**src/rtl/reorder_buffer.sv**
```systemverilog
// rtl/reorder_buffer.sv - eight-entry circular reorder buffer with in-order retire
//
// Purpose: holds dispatched instructions between issue and retirement. The issue
// queue allocates one entry per cycle at the tail, the CDB writes results back by
// tag (any number of tags per cycle), and the entry at the head retires into the
// register file once its result is present.
//
// Ports:
//   clk, reset_n          clock, asynchronous active-low reset
//   flush                 synchronous squash of every entry
//   alloc, alloc_rd       allocate one entry at the tail with this destination
//   rob_full              no free entry (alloc ignored while high)
//   rd_rob_tag            tag the next allocation receives (tail pointer)
//   cdb_enable, cdb_data  per-tag result broadcast, slice i = [32i+31:32i]
//   robs_calculated       per-tag busy & result written
//   srcN_tag/srcN_rob_data combinational operand lookup by tag
//   regfile_load/rd/data/tag  commit write port toward the register file

module reorder_buffer #(
    parameter int DEPTH = 8
) (
    input  logic                          clk,
    input  logic                          reset_n,
    input  logic                          flush,
    input  logic                          alloc,
    input  logic [4:0]                    alloc_rd,
    output logic                          rob_full,
    output logic [$clog2(DEPTH)-1:0]      rd_rob_tag,
    input  logic [DEPTH-1:0]              cdb_enable,
    input  logic [DEPTH*32-1:0]           cdb_data,
    output logic [DEPTH-1:0]              robs_calculated,
    input  logic [$clog2(DEPTH)-1:0]      src1_tag,
    input  logic [$clog2(DEPTH)-1:0]      src2_tag,
    output logic [31:0]                   src1_rob_data,
    output logic [31:0]                   src2_rob_data,
    output logic                          regfile_load,
    output logic [4:0]                    regfile_rd,
    output logic [31:0]                   regfile_data,
    output logic [$clog2(DEPTH)-1:0]      regfile_tag
);

    localparam int TAG_W = $clog2(DEPTH);
    localparam int CNT_W = TAG_W + 1;

    logic [DEPTH-1:0] busy_q,  busy_d;
    logic [DEPTH-1:0] ready_q, ready_d;
    logic [4:0]       rd_q    [DEPTH];
    logic [4:0]       rd_d    [DEPTH];
    logic [31:0]      data_q  [DEPTH];
    logic [31:0]      data_d  [DEPTH];
    logic [TAG_W-1:0] head_q,  head_d;
    logic [TAG_W-1:0] tail_q,  tail_d;
    logic [CNT_W-1:0] count_q, count_d;

    logic commit;
    logic do_alloc;

    function automatic logic [TAG_W-1:0] ptr_inc(input logic [TAG_W-1:0] p);
        return (p == TAG_W'(DEPTH - 1)) ? '0 : p + 1'b1;
    endfunction

    // Fullness is judged on the registered count, so an alloc arriving while
    // full is refused even if the head retires on the same edge.
    assign rob_full = (count_q == CNT_W'(DEPTH));
    assign do_alloc = alloc & ~rob_full;

    // Commit looks only at registered state: a CDB write landing on the head
    // entry becomes visible one cycle later, and commit follows from there.
    assign commit = busy_q[head_q] & ready_q[head_q];

    assign rd_rob_tag      = tail_q;
    assign robs_calculated = busy_q & ready_q;
    assign src1_rob_data   = data_q[src1_tag];
    assign src2_rob_data   = data_q[src2_tag];
    assign regfile_rd      = rd_q[head_q];
    assign regfile_data    = data_q[head_q];
    assign regfile_tag     = head_q;
    // x0 destinations still retire, they just never write the register file.
    assign regfile_load    = commit & (rd_q[head_q] != 5'd0);

    always_comb begin
        busy_d  = busy_q;
        ready_d = ready_q;
        rd_d    = rd_q;
        data_d  = data_q;
        head_d  = head_q;
        tail_d  = tail_q;
        count_d = count_q;

        if (flush) begin
            busy_d  = '0;
            ready_d = '0;
            head_d  = '0;
            tail_d  = '0;
            count_d = '0;
        end else begin
            // Writeback only lands on entries that were busy before this edge.
            for (int i = 0; i < DEPTH; i++) begin
                if (cdb_enable[i] && busy_q[i]) begin
                    data_d[i]  = cdb_data[32*i +: 32];
                    ready_d[i] = 1'b1;
                end
            end

            if (commit) begin
                busy_d[head_q]  = 1'b0;
                ready_d[head_q] = 1'b0;
                head_d          = ptr_inc(head_q);
            end

            // When not full the tail never aliases a busy head, so this cannot
            // collide with the commit clear above.
            if (do_alloc) begin
                busy_d[tail_q]  = 1'b1;
                ready_d[tail_q] = 1'b0;
                rd_d[tail_q]    = alloc_rd;
                tail_d          = ptr_inc(tail_q);
            end

            count_d = count_q + CNT_W'(do_alloc) - CNT_W'(commit);
        end
    end

    always_ff @(posedge clk or negedge reset_n) begin
        if (!reset_n) begin
            busy_q  <= '0;
            ready_q <= '0;
            head_q  <= '0;
            tail_q  <= '0;
            count_q <= '0;
            for (int i = 0; i < DEPTH; i++) begin
                rd_q[i]   <= '0;
                data_q[i] <= '0;
            end
        end else begin
            busy_q  <= busy_d;
            ready_q <= ready_d;
            head_q  <= head_d;
            tail_q  <= tail_d;
            count_q <= count_d;
            for (int i = 0; i < DEPTH; i++) begin
                rd_q[i]   <= rd_d[i];
                data_q[i] <= data_d[i];
            end
        end
    end

endmodule

```
**config.mk**
```make
export PLATFORM = sky130hd
export DESIGN_NAME = reorder_buffer
export DESIGN_NICKNAME = d
export VERILOG_FILES = /design/src/rtl/reorder_buffer.sv
export SDC_FILE = /design/constraint.sdc
export NUM_CORES = 1
export LEC_CHECK = 0
export CORE_ASPECT_RATIO = 2
export CORE_MARGIN = 2
export CORE_UTILIZATION = 25
export DETAILED_ROUTE_END_ITERATION = 8
export HOLD_SLACK_MARGIN = 0.1
export PLACE_DENSITY = 0.51
export SYNTH_ARGS = -nofsm -noshare
export SYNTH_HDL_FRONTEND = slang
export SYNTH_SLANG_ARGS = --single-unit
```
**constraint.sdc**
```tcl
create_clock -name clk -period 2.8 [get_ports clk]
set_input_delay 0.7 -clock clk [delete_from_list [all_inputs] [get_ports clk]]
set_output_delay 0.7 -clock clk [all_outputs]
set_load 0.05 [all_outputs]
```
### Yosys cells after proc, flatten, opt, wreduce, memory -nomap -nowiden

Cells that the tools add are included.

| word-level totals | value |
|---|---|
| flip-flop bits (word level) | 322 |
| bits in latches | 0 |
| memory bits (writable) | 0 |
| bits in read-only memories | 0 |
| word-level logic and storage cells | 130 |
| memories kept | 0 |

| cells by class | value |
|---|---|
| add/subtract/negate cells | 4 |
| multiply operators | 0 |
| div/mod/pow operators | 0 |
| order comparisons | 9 |
| equal/unequal tests | 3 |
| shifts and indexed selects | 0 |
| muxes and demuxes | 54 |
| bitwise operators | 16 |
| reduce and logical (&&, ||, !) cells | 23 |

Operators by type and width:

| operator | count |
|---|---|
| binary-select mux 32 bit (select 3 bit) | 3 |
| two-way mux 32 bit | 6 |
| two-way mux 8 bit | 8 |
| bitwise mux 40 bit | 1 |
| bitwise AND 8 bit | 4 |
| two-way mux 1 bit | 20 |
| two-way mux 3 bit | 6 |
| AND reduction 2 bit | 9 |
| greater-or-equal comparator 4 bit, second input constant | 4 |
| NOT 3 -> 4 bit | 4 |
| NOT 8 bit | 2 |
| binary-select mux 5 bit (select 3 bit) | 1 |
| demux 5 bit (select 3 bit) | 1 |
| two-way mux 5 bit | 3 |
| logical AND 1 bit | 11 |
| < comparator 3 x 4 -> 1 bit, second input constant | 2 |
| bitwise OR 8 bit | 1 |
| adder 3 x 1 -> 3 bit, second input constant | 2 |
| binary-select mux 1 bit (select 3 bit) | 2 |
| demux 1 bit (select 3 bit) | 2 |
| equality test 3 bit, second input constant | 2 |
| greater-or-equal comparator 3 x 1 -> 1 bit, second input constant | 2 |
| nonzero test 5 bit | 1 |
| adder 4 x 1 -> 4 bit | 1 |
| 7 further kinds | 11 |

### Longest topological paths before layout

Gate-level depths: netlist of the first run.

| depth | value |
|---|---|
| depth after elaboration | 11 |
| gate-level depth with buffers | 14 |
| gate-level depth less buffers | 11 |

### Least setup slack after synthesis of the first run

No wires, ideal clock.

| timing path | value |
|---|---|
| path type | register to output |
| start | register head_q[2], in the netlist regfile_tag[2] |
| end | output port regfile_load |
| arrival time | 3.299 ns |
| required time | 2.100 ns |
| slack | -1.199 ns |
| stages on the path, launching flop included | 7 |
| path buffers | 3 |
| cell sequence | dfrtp_1 -> buf_2 -> buf_2 -> buf_2 -> a211oi_1 -> a211oi_1 -> o41a_1 |

| between the ends | value |
|---|---|
| word-level cells in the longest chain between the ends | 6 |

Ends and longest elaborated chain:

| element | RTL line | RTL |
|---|---|---|
| from (decl) | 51 | `logic [TAG_W-1:0] head_q, head_d;` |
| from (signal assigned) | 128 | `head_q <= '0;` |
| from (signal assigned) | 138 | `head_q <= head_d;` |
| NOT 3 -> 4 bit | - |  |
| binary-select mux 5 bit (select 3 bit) | - |  |
| two-way mux 5 bit (2 in series) | - |  |
| via regfile_rd[1] | 37 | `output logic [4:0] regfile_rd,` |
| nonzero test 5 bit | 79 | `assign regfile_load = commit & (rd_q[head_q] != 5'd0);` |
| bitwise AND 1 bit | 79 |  |
| to (decl) | 36 | `output logic regfile_load,` |

The timed path passes the listed nets, and every way through them passes these cells. The select of a mux whose other input is x is not followed.

### Worst setup path after layout of the first run

| timing path | value |
|---|---|
| start | register head_q[2], in the netlist regfile_tag[2] |
| end | output port regfile_load |

| between the ends | value |
|---|---|
| word-level cells in the longest chain between the ends | 6 |

Ends and longest elaborated chain:

| element | RTL line |
|---|---|
| NOT 3 -> 4 bit (implied by the code) | 79 |
| binary-select mux 5 bit (select 3 bit) | 79 |
| two-way mux 5 bit (implied by the code) (2 in series) | 79 |
| nonzero test 5 bit | 79 |
| bitwise AND 1 bit (*) | 79 |

Mark *: on every way between the ends. The rest lies on a longest branch, timed or not. The select of a mux whose other input is x is not followed.

==> results of run 1 <==
metal layers:
metal / vias to the layer above / track usage
li1: 6170 / -
met5: - / 0
met2: 646 / 0.4039
met1: 7629 / 0.2418
met4: 18 / 0.1289
met3: 224 / 0.04355
synth_stat cells (4+ instances only):
cell type  number
mux2_2        382
dfrtp_1       322
mux4_2        149
clkbuf_1       46
a22oi_1        38
nand2_1        35
buf_2          34
a221oi_1       31
nor2_1         28
buf_1          24
a21oi_1        22
o21ai_0        17
mux2i_1        16
nor2b_1        15
inv_1          12
nand2b_1       11
a31oi_1         9
nand3_1         9
and2_1          8
ha_1            8
a222oi_1        7
o211ai_1        7
nand3b_1        6
o221ai_1        5
a211oi_1        4
worst max-delay path: cells and delay by family (launching register included):
family | cells | cell delay [ns]
muxes | 2 | 0.55
DFF | 1 | 0.47
buffers and inverters | 2 | 0.34
AOI/OAI and AO/OA | 2 | 0.66
metrics by stage:
| stage | power (uW) | instance area (sq um) | hold slack, ns | cells | setup TNS, ns |
|---|---|---|---|---|---|
| floorplan | 11560 | 18790 | 0.4044 | 1299 | -1.526 |
| global placement | 15050 | 25120 | 0.4832 | 2641 | -1.734 |
| detailed placement | 15160 | 25120 | 0.4900 | 2641 | -2.493 |
| CTS | 20850 | 27820 | 0.5046 | 2762 | -11.75 |
| global route | 21770 | 28440 | 0.5200 | 2785 | -14.25 |
| finish | 20890 | 28440 | 0.5033 | 2785 | -10.59 |
how the worst max path moves through the flow:
stage | slack (ns) | start | end | cells past startpoint
finish | -0.46 | regfile_tag[2]$_DFFE_PN0P_ | regfile_load | 6
global route | -0.55 | regfile_tag[2]$_DFFE_PN0P_ | regfile_load | 6
CTS | -0.47 | regfile_tag[2]$_DFFE_PN0P_ | regfile_load | 6
detailed placement | -0.15 | src1_tag[0] | src1_rob_data[28] | 6
global placement | -0.12 | src1_tag[0] | src1_rob_data[28] | 6
floorplan | -0.17 | regfile_tag[0]$_DFFE_PN0P_ | count_q[1]$_DFF_PN0_ | 11
state kept, by name (all words and copies together), names as in the netlist:
signal	flops
ready_q	8
data_q	256
count_q	4
rd_rob_tag	3
rd_q	40
busy_q	8
regfile_tag	3
what timing repair did:
item	CTS	global route
cloned	12	3
gates resized for setup	168	102
pin swaps	30	34
hold buffers	1	0
setup buffers	46	21
endpoints found under the setup margin	96	85
endpoints found under the hold margin	16	0
layout make-up:
| cell class | count | area (sq um) |
|---|---|---|
| clock inverter | 17 | 222.7 |
| inverter | 13 | 65.06 |
| timing repair buffer | 597 | 7257 |
| tap | 929 | 1162 |
| antenna | 5 | 12.51 |
| clock buffer | 46 | 999.7 |
| fill | 6984 | 45130 |
| sequential | 322 | 8069 |
| multi-input combinational | 856 | 10650 |
cells by family after synthesis:
group	after synthesis	synth area share
flops	322	0.4358
xor+xnor	4	0.001895
mux	548	0.4236
compound gates	159	0.06463
buf+inv	121	0.02808
fa+ha+maj	9	0.006497
simple gates	136	0.03945
power by group:
| group | leakage [uW] | total (uW) | internal, uW | switching (uW) |
|---|---|---|---|---|
| clock | 0.000602 | 5140 | 2990 | 2150 |
| sequential | 0.00429 | 6760 | 5680 | 1080 |
| combinational | 0.00737 | 8990 | 4730 | 4250 |
==> flow_summary_export.csv, run 1 <==
group,metric,value,unit
status,violated_checks,"negative setup slack",
critical_path,worst-setup-path-type,"flip-flop to primary output",
critical_path,worstReg2RegStart,"regfile_tag[1]$_DFFE_PN0P_",
synth,number_of_flops_mapped_to_enable_cells_by_yosys,0,
floorplan,floorplan.die_area,76280,sq um
cells_and_area,mostFrequentLayoutCells,"mux2_2, dfrtp_1, clkdlybuf4s50_1, mux4_2, buf_4",
cells_and_area,nNetsFinal,2114,
synth,synth.avg_cell_area,14.23,sq um
detailed_routing,route.antenna.remaining_nets,0,
power,lkg_pwr,0.01226,uW
critical_path,cp_data_required_time,2.10,ns
floorplan,core_area,73570,sq um
detailed_routing,drt_iter0_drc,840,
clock_tree,clk_sink_count,322,
critical_path,crit_chain,"buf_8 -> mux2i_1 -> mux4_2 -> o2111ai_2 -> o41a_4 -> buf_12",
detailed_routing,avgViaCountPerCell,5.274,
synth,synth_net_count,1587,
detailed_routing,post_drt_wl_per_cell,30.94,microns
critical_path,timing.critical_path.fanout_max,9,
sta,grt_setup_unrepaired,"true",
placement,detailedPlacementHpwl,60860,microns
floorplan,io_pins,396,
detailed_routing,drt-met1-wl,30620,microns
critical_path,worstRegToRegCells,11,
clock_tree,h-tree-depth,2,
grt,gr-total-overflow,0,
cells_and_area,layout_commonest_cell,"mux2_2",
detailed_routing,maxUsedRoutingLayer,"met5",
sta,hold_viol_final,0,
power,vdd_ir_drop_max,0.0007162,V
detailed_routing,remaining_routing_drc_violations,0,
clock_tree,clock_tree.root_cell,"clkbuf_16",
run,max-cap-violations,0,
synth,synth_cells,1299,
clock_tree,clock_tree_from_tritoncts,"yes",
synth,yosys_most_used_dff,"dfrtp_1",
synth,ys_ff_latch,322,
critical_path,arrival,2.56,ns
placement,post-place-ws,-0.1492,ns
cells_and_area,area.growth.synth_to_final,53.81,%
placement,place.gp.congestion,0.8523,
synth,yosysUniqueCellTypes,57,
floorplan,placementRows,141,
detailed_routing,num_vias,14690,
cells_and_area,layout-drive-gt1-share,0.5500,
worst_hold_path,holdCritPathClass,"flip-flop to flip-flop",
synth,syn_area,18490,sq um
sta,layout_worst_path_cycle_share,1.166,
placement,buffer_ports.inserted,395,
clock_tree,clock_path_buffers,3,
synth,yosysWarningCount,0,
sta,worst_slack,-0.4643,ns
sta,timing.final.crit_period,3.264,ns
sta,setup_viol,61,
synth,synth_top_cells_by_area,"dfrtp_1, mux2_2, mux4_2",
worst_hold_path,origin_of_the_worst_min_delay_path,"rd_q[2]$_DFFE_PN0P_",
grt,grt_pass1_wl,121100,microns
synth,synth.largest_area_cell,"dfrtp_1",
critical_path,regToRegSetupSlack,-0.02,ns
status,run_status,"finished, violations left",
clock_tree,numCtsBuffers,36,
sta,slew_viol_final,0,
cells_and_area,final_core_utilization,0.3866,
sta,transition_time_of_the_tightest_slew_check_pin,0.6400,ns
synth,synth_top_cell_area_share,0.4358,
critical_path,crit_path_start_kind,"flip-flop",
sta,finClkSkew,0.03598,ns
detailed_routing,router_iterations_before_antenna_repair,4,
floorplan,die_height,388.6,microns
power,pwr_dens,734.4,nW/um^2
clock_tree,insertion_delay,0.58,ns
floorplan,chipWidth,196.3,microns
critical_path,timing.critical_path.to_type,"primary output",
synth,synth_seq_area_share,0.4358,
critical_path,crit_path_top_delay_cell,"o41a_4",
synth,synth_async_sr_flop_share,1.000,
detailed_routing,detailroute.wirelength.met2,45030,microns
clock_tree,clkSlewWorstSetupHoldPaths,0.06,ns
critical_path,timing.critical_path.slowest_cell_delay,0.53,ns
worst_hold_path,worst_hold_path.endpoint,"rd_q[2]$_DFFE_PN0P_",
sta,maxClockFrequency,306.3,MHz
grt,first_global_vias,16460,
sta,worst_slew_margin_rel,0.5727,
detailed_routing,drt_wl_total,86160,microns
grt,grt_max_degree,83,
critical_path,crit-reg2reg-capture,"count_q[1]$_DFF_PN0_",
grt,antenna_violations_before_repair,14,
worst_hold_path,hold_depth,1,
grt,gr-usage-all-layers,0.2240,
floorplan,initial_utilization,0.2513,
detailed_routing,met3WireLength,4836,microns
Power figures use the tool's default switching activity.
==> inputs of run 2 (changes only) <==
SKIP_LAST_GASP = 1   (was default)
==> flow_summary_export.csv, run 2 (synthesis results as in run 1) <==
group,metric,value,unit
status,run_status,"finished, violations left",
status,violated_checks,"negative setup slack",
run,max-cap-violations,0,
detailed_routing,drt_wl_total,86990,microns
cells_and_area,max_flop_register,"data_q",
cells_and_area,mostFrequentLayoutCells,"mux2_2, dfrtp_1, clkdlybuf4s50_1, mux4_2, buf_4",
critical_path,timing.critical_path.fanout_max,11,
sta,finalSetupTns,-11.15,ns
detailed_routing,route.antenna.remaining_nets,0,
power,pwr_dens,731.5,nW/um^2
floorplan,initial_utilization,0.2513,
sta,slew_viol_final,0,
detailed_routing,detailroute.wirelength.met2,46070,microns
grt,first_global_vias,16460,
placement,detailed_place.area,25120,sq um
power,lkg_pwr,0.01228,uW
critical_path,crit_path_top_delay_cell,"o41a_4",
floorplan,chipWidth,196.3,microns
worst_hold_path,holdCritPathClass,"flip-flop to flip-flop",
clock_tree,clock_tree_from_tritoncts,"yes",
cells_and_area,largest_register_ffs,256,
detailed_routing,drt_iter0_drc,806,
critical_path,arrival,2.57,ns
clock_tree,clkSlewWorstSetupHoldPaths,0.06,ns
sta,finClkSkew,0.03734,ns
grt,gr-total-overflow,0,
placement,place.gp.congestion,0.8523,
clock_tree,numCtsBuffers,36,
grt,gr-usage-all-layers,0.2237,
cells_and_area,nNetsFinal,2124,
critical_path,critical_path.top_delay_family,"compound AO/OA/AOI/OAI gates",
placement,post-place-ws,-0.1492,ns
critical_path,cp_data_required_time,2.10,ns
cells_and_area,largest_registers,"data_q x256, rd_q x40",
cells_and_area,layout_commonest_cell,"mux2_2",
cells_and_area,filler_cell_count,6982,
cells_and_area,area.growth.synth_to_final,54.40,%
power,vdd_ir_drop_max,0.0007077,V
grt,antenna_violations_before_repair,15,
placement,detailedPlacementHpwl,60860,microns
placement,place_inst,2641,
sta,hold_viol_final,0,
sta,setup_viol,69,
clock_tree,clock_path_buffers,3,
detailed_routing,router_iterations_before_antenna_repair,5,
critical_path,crit_chain,"buf_6 -> mux2i_1 -> mux4_2 -> o2111ai_2 -> o41a_4 -> buf_12",
critical_path,worst-setup-path-type,"flip-flop to primary output",
critical_path,timing.critical_path.slowest_cell_delay,0.53,ns
floorplan,placementRows,141,
clock_tree,clock_tree.root_cell,"clkbuf_16",
floorplan,floorplan.die_area,76280,sq um
clock_tree,insertion_delay,0.58,ns
grt,grt_pass1_wl,120900,microns
clock_tree,h-tree-depth,2,
sta,timing.final.crit_period,3.269,ns
floorplan,core_area,73570,sq um
critical_path,crit_path_start_kind,"flip-flop",
cells_and_area,layout-drive-gt1-share,0.5540,
critical_path,cp.buffers_inverters,2,
detailed_routing,avgViaCountPerCell,5.274,
sta,grt_setup_unrepaired,"true",
placement,buffer_ports.inserted,395,
sta,worst_slack,-0.4686,ns
detailed_routing,drt-met1-wl,31150,microns
detailed_routing,post_drt_wl_per_cell,31.10,microns
cells_and_area,post_layout_instance_count_excluding_filler_cells,2797,
detailed_routing,num_vias,14750,
cells_and_area,fin_area,28550,sq um
detailed_routing,remaining_routing_drc_violations,0,
critical_path,timing.critical_path.to_type,"primary output",
detailed_routing,maxUsedRoutingLayer,"met5",
sta,layout_worst_path_cycle_share,1.167,
floorplan,io_pins,396,
sta,maxClockFrequency,305.9,MHz
floorplan,die_height,388.6,microns
detailed_routing,met3WireLength,4559,microns
clock_tree,clk_sink_count,322,
grt,grt_max_degree,83,
sta,whs,0.5030,ns
sta,worst_slew_margin_rel,0.5514,
sta,transition_time_of_the_tightest_slew_check_pin,0.6718,ns
==> run 2: changes by cell type in the layout (fill, tap and decap cells not counted), moves of 4 or more <==
cell       delta
buf_4        +23
buf_6        -18
mux2_2       +11
mux2_4       -11
clkbuf_16     +5
a221oi_4      +4
==> run 2: per-stage QoR <==
step,util,total power [uW]
floorplan,-,11560
global placement,0.3414,15050
detailed placement,0.3414,15160
CTS,0.3763,20750
global route,0.3880,21750
finish,0.3880,20880
==> run 2: worst paths after layout <==
kind	from	end	slack (ns)	depth (start not counted)
min reg2reg	rd_q[2]$_DFFE_PN0P_	rd_q[2]$_DFFE_PN0P_	0.50	1
max in group asynchronous	reset_n	data_q[117]$_DFFE_PN0P_	1.42	4
max	regfile_tag[2]$_DFFE_PN0P_	regfile_load	-0.47	6
min in group asynchronous	reset_n	busy_q[0]$_DFF_PN0_	0.54	2
max reg2reg	regfile_tag[1]$_DFFE_PN0P_	count_q[1]$_DFF_PN0_	-0.18	12
min	rd_q[2]$_DFFE_PN0P_	rd_q[2]$_DFFE_PN0P_	0.50	1
==> run 2: cell type report <==
class,count,area (sq um),area share
inverters,13,65.06,0.002279
repair buffers,607,7345,0.2573
diodes,7,17.52,0.0006136
well taps,929,1162,0.04072
multi-input cells,856,10670,0.3736
flip-flops and latches,322,8069,0.2827
clock inverters,17,222.7,0.007802
clock buffers,46,999.7,0.03502
==> run 2: power breakdown <==
part	leakage (uW)	internal, uW	total (uW)	switching (uW)
Combinational	0.00738	4710	8960	4250
Clock	0.000602	2990	5140	2150
Sequential	0.00429	5680	6770	1090
Total	0.0123	13400	20900	7490
==> run 2: layer usage <==
metal	vias to the layer above	GRT usage
li1	6192	-
met1	7720	0.2409
met2	614	0.4043
met3	206	0.04355
met4	18	0.1284
met5	-	0
==> run 2: timing repair <==
item	in CTS	in global routing
pin swaps	29	37
hold buffers	1	0
hold endpoints to repair	16	0
gates resized for setup	132	121
setup buffers	46	29
setup endpoints to repair	96	84
cloned	12	4
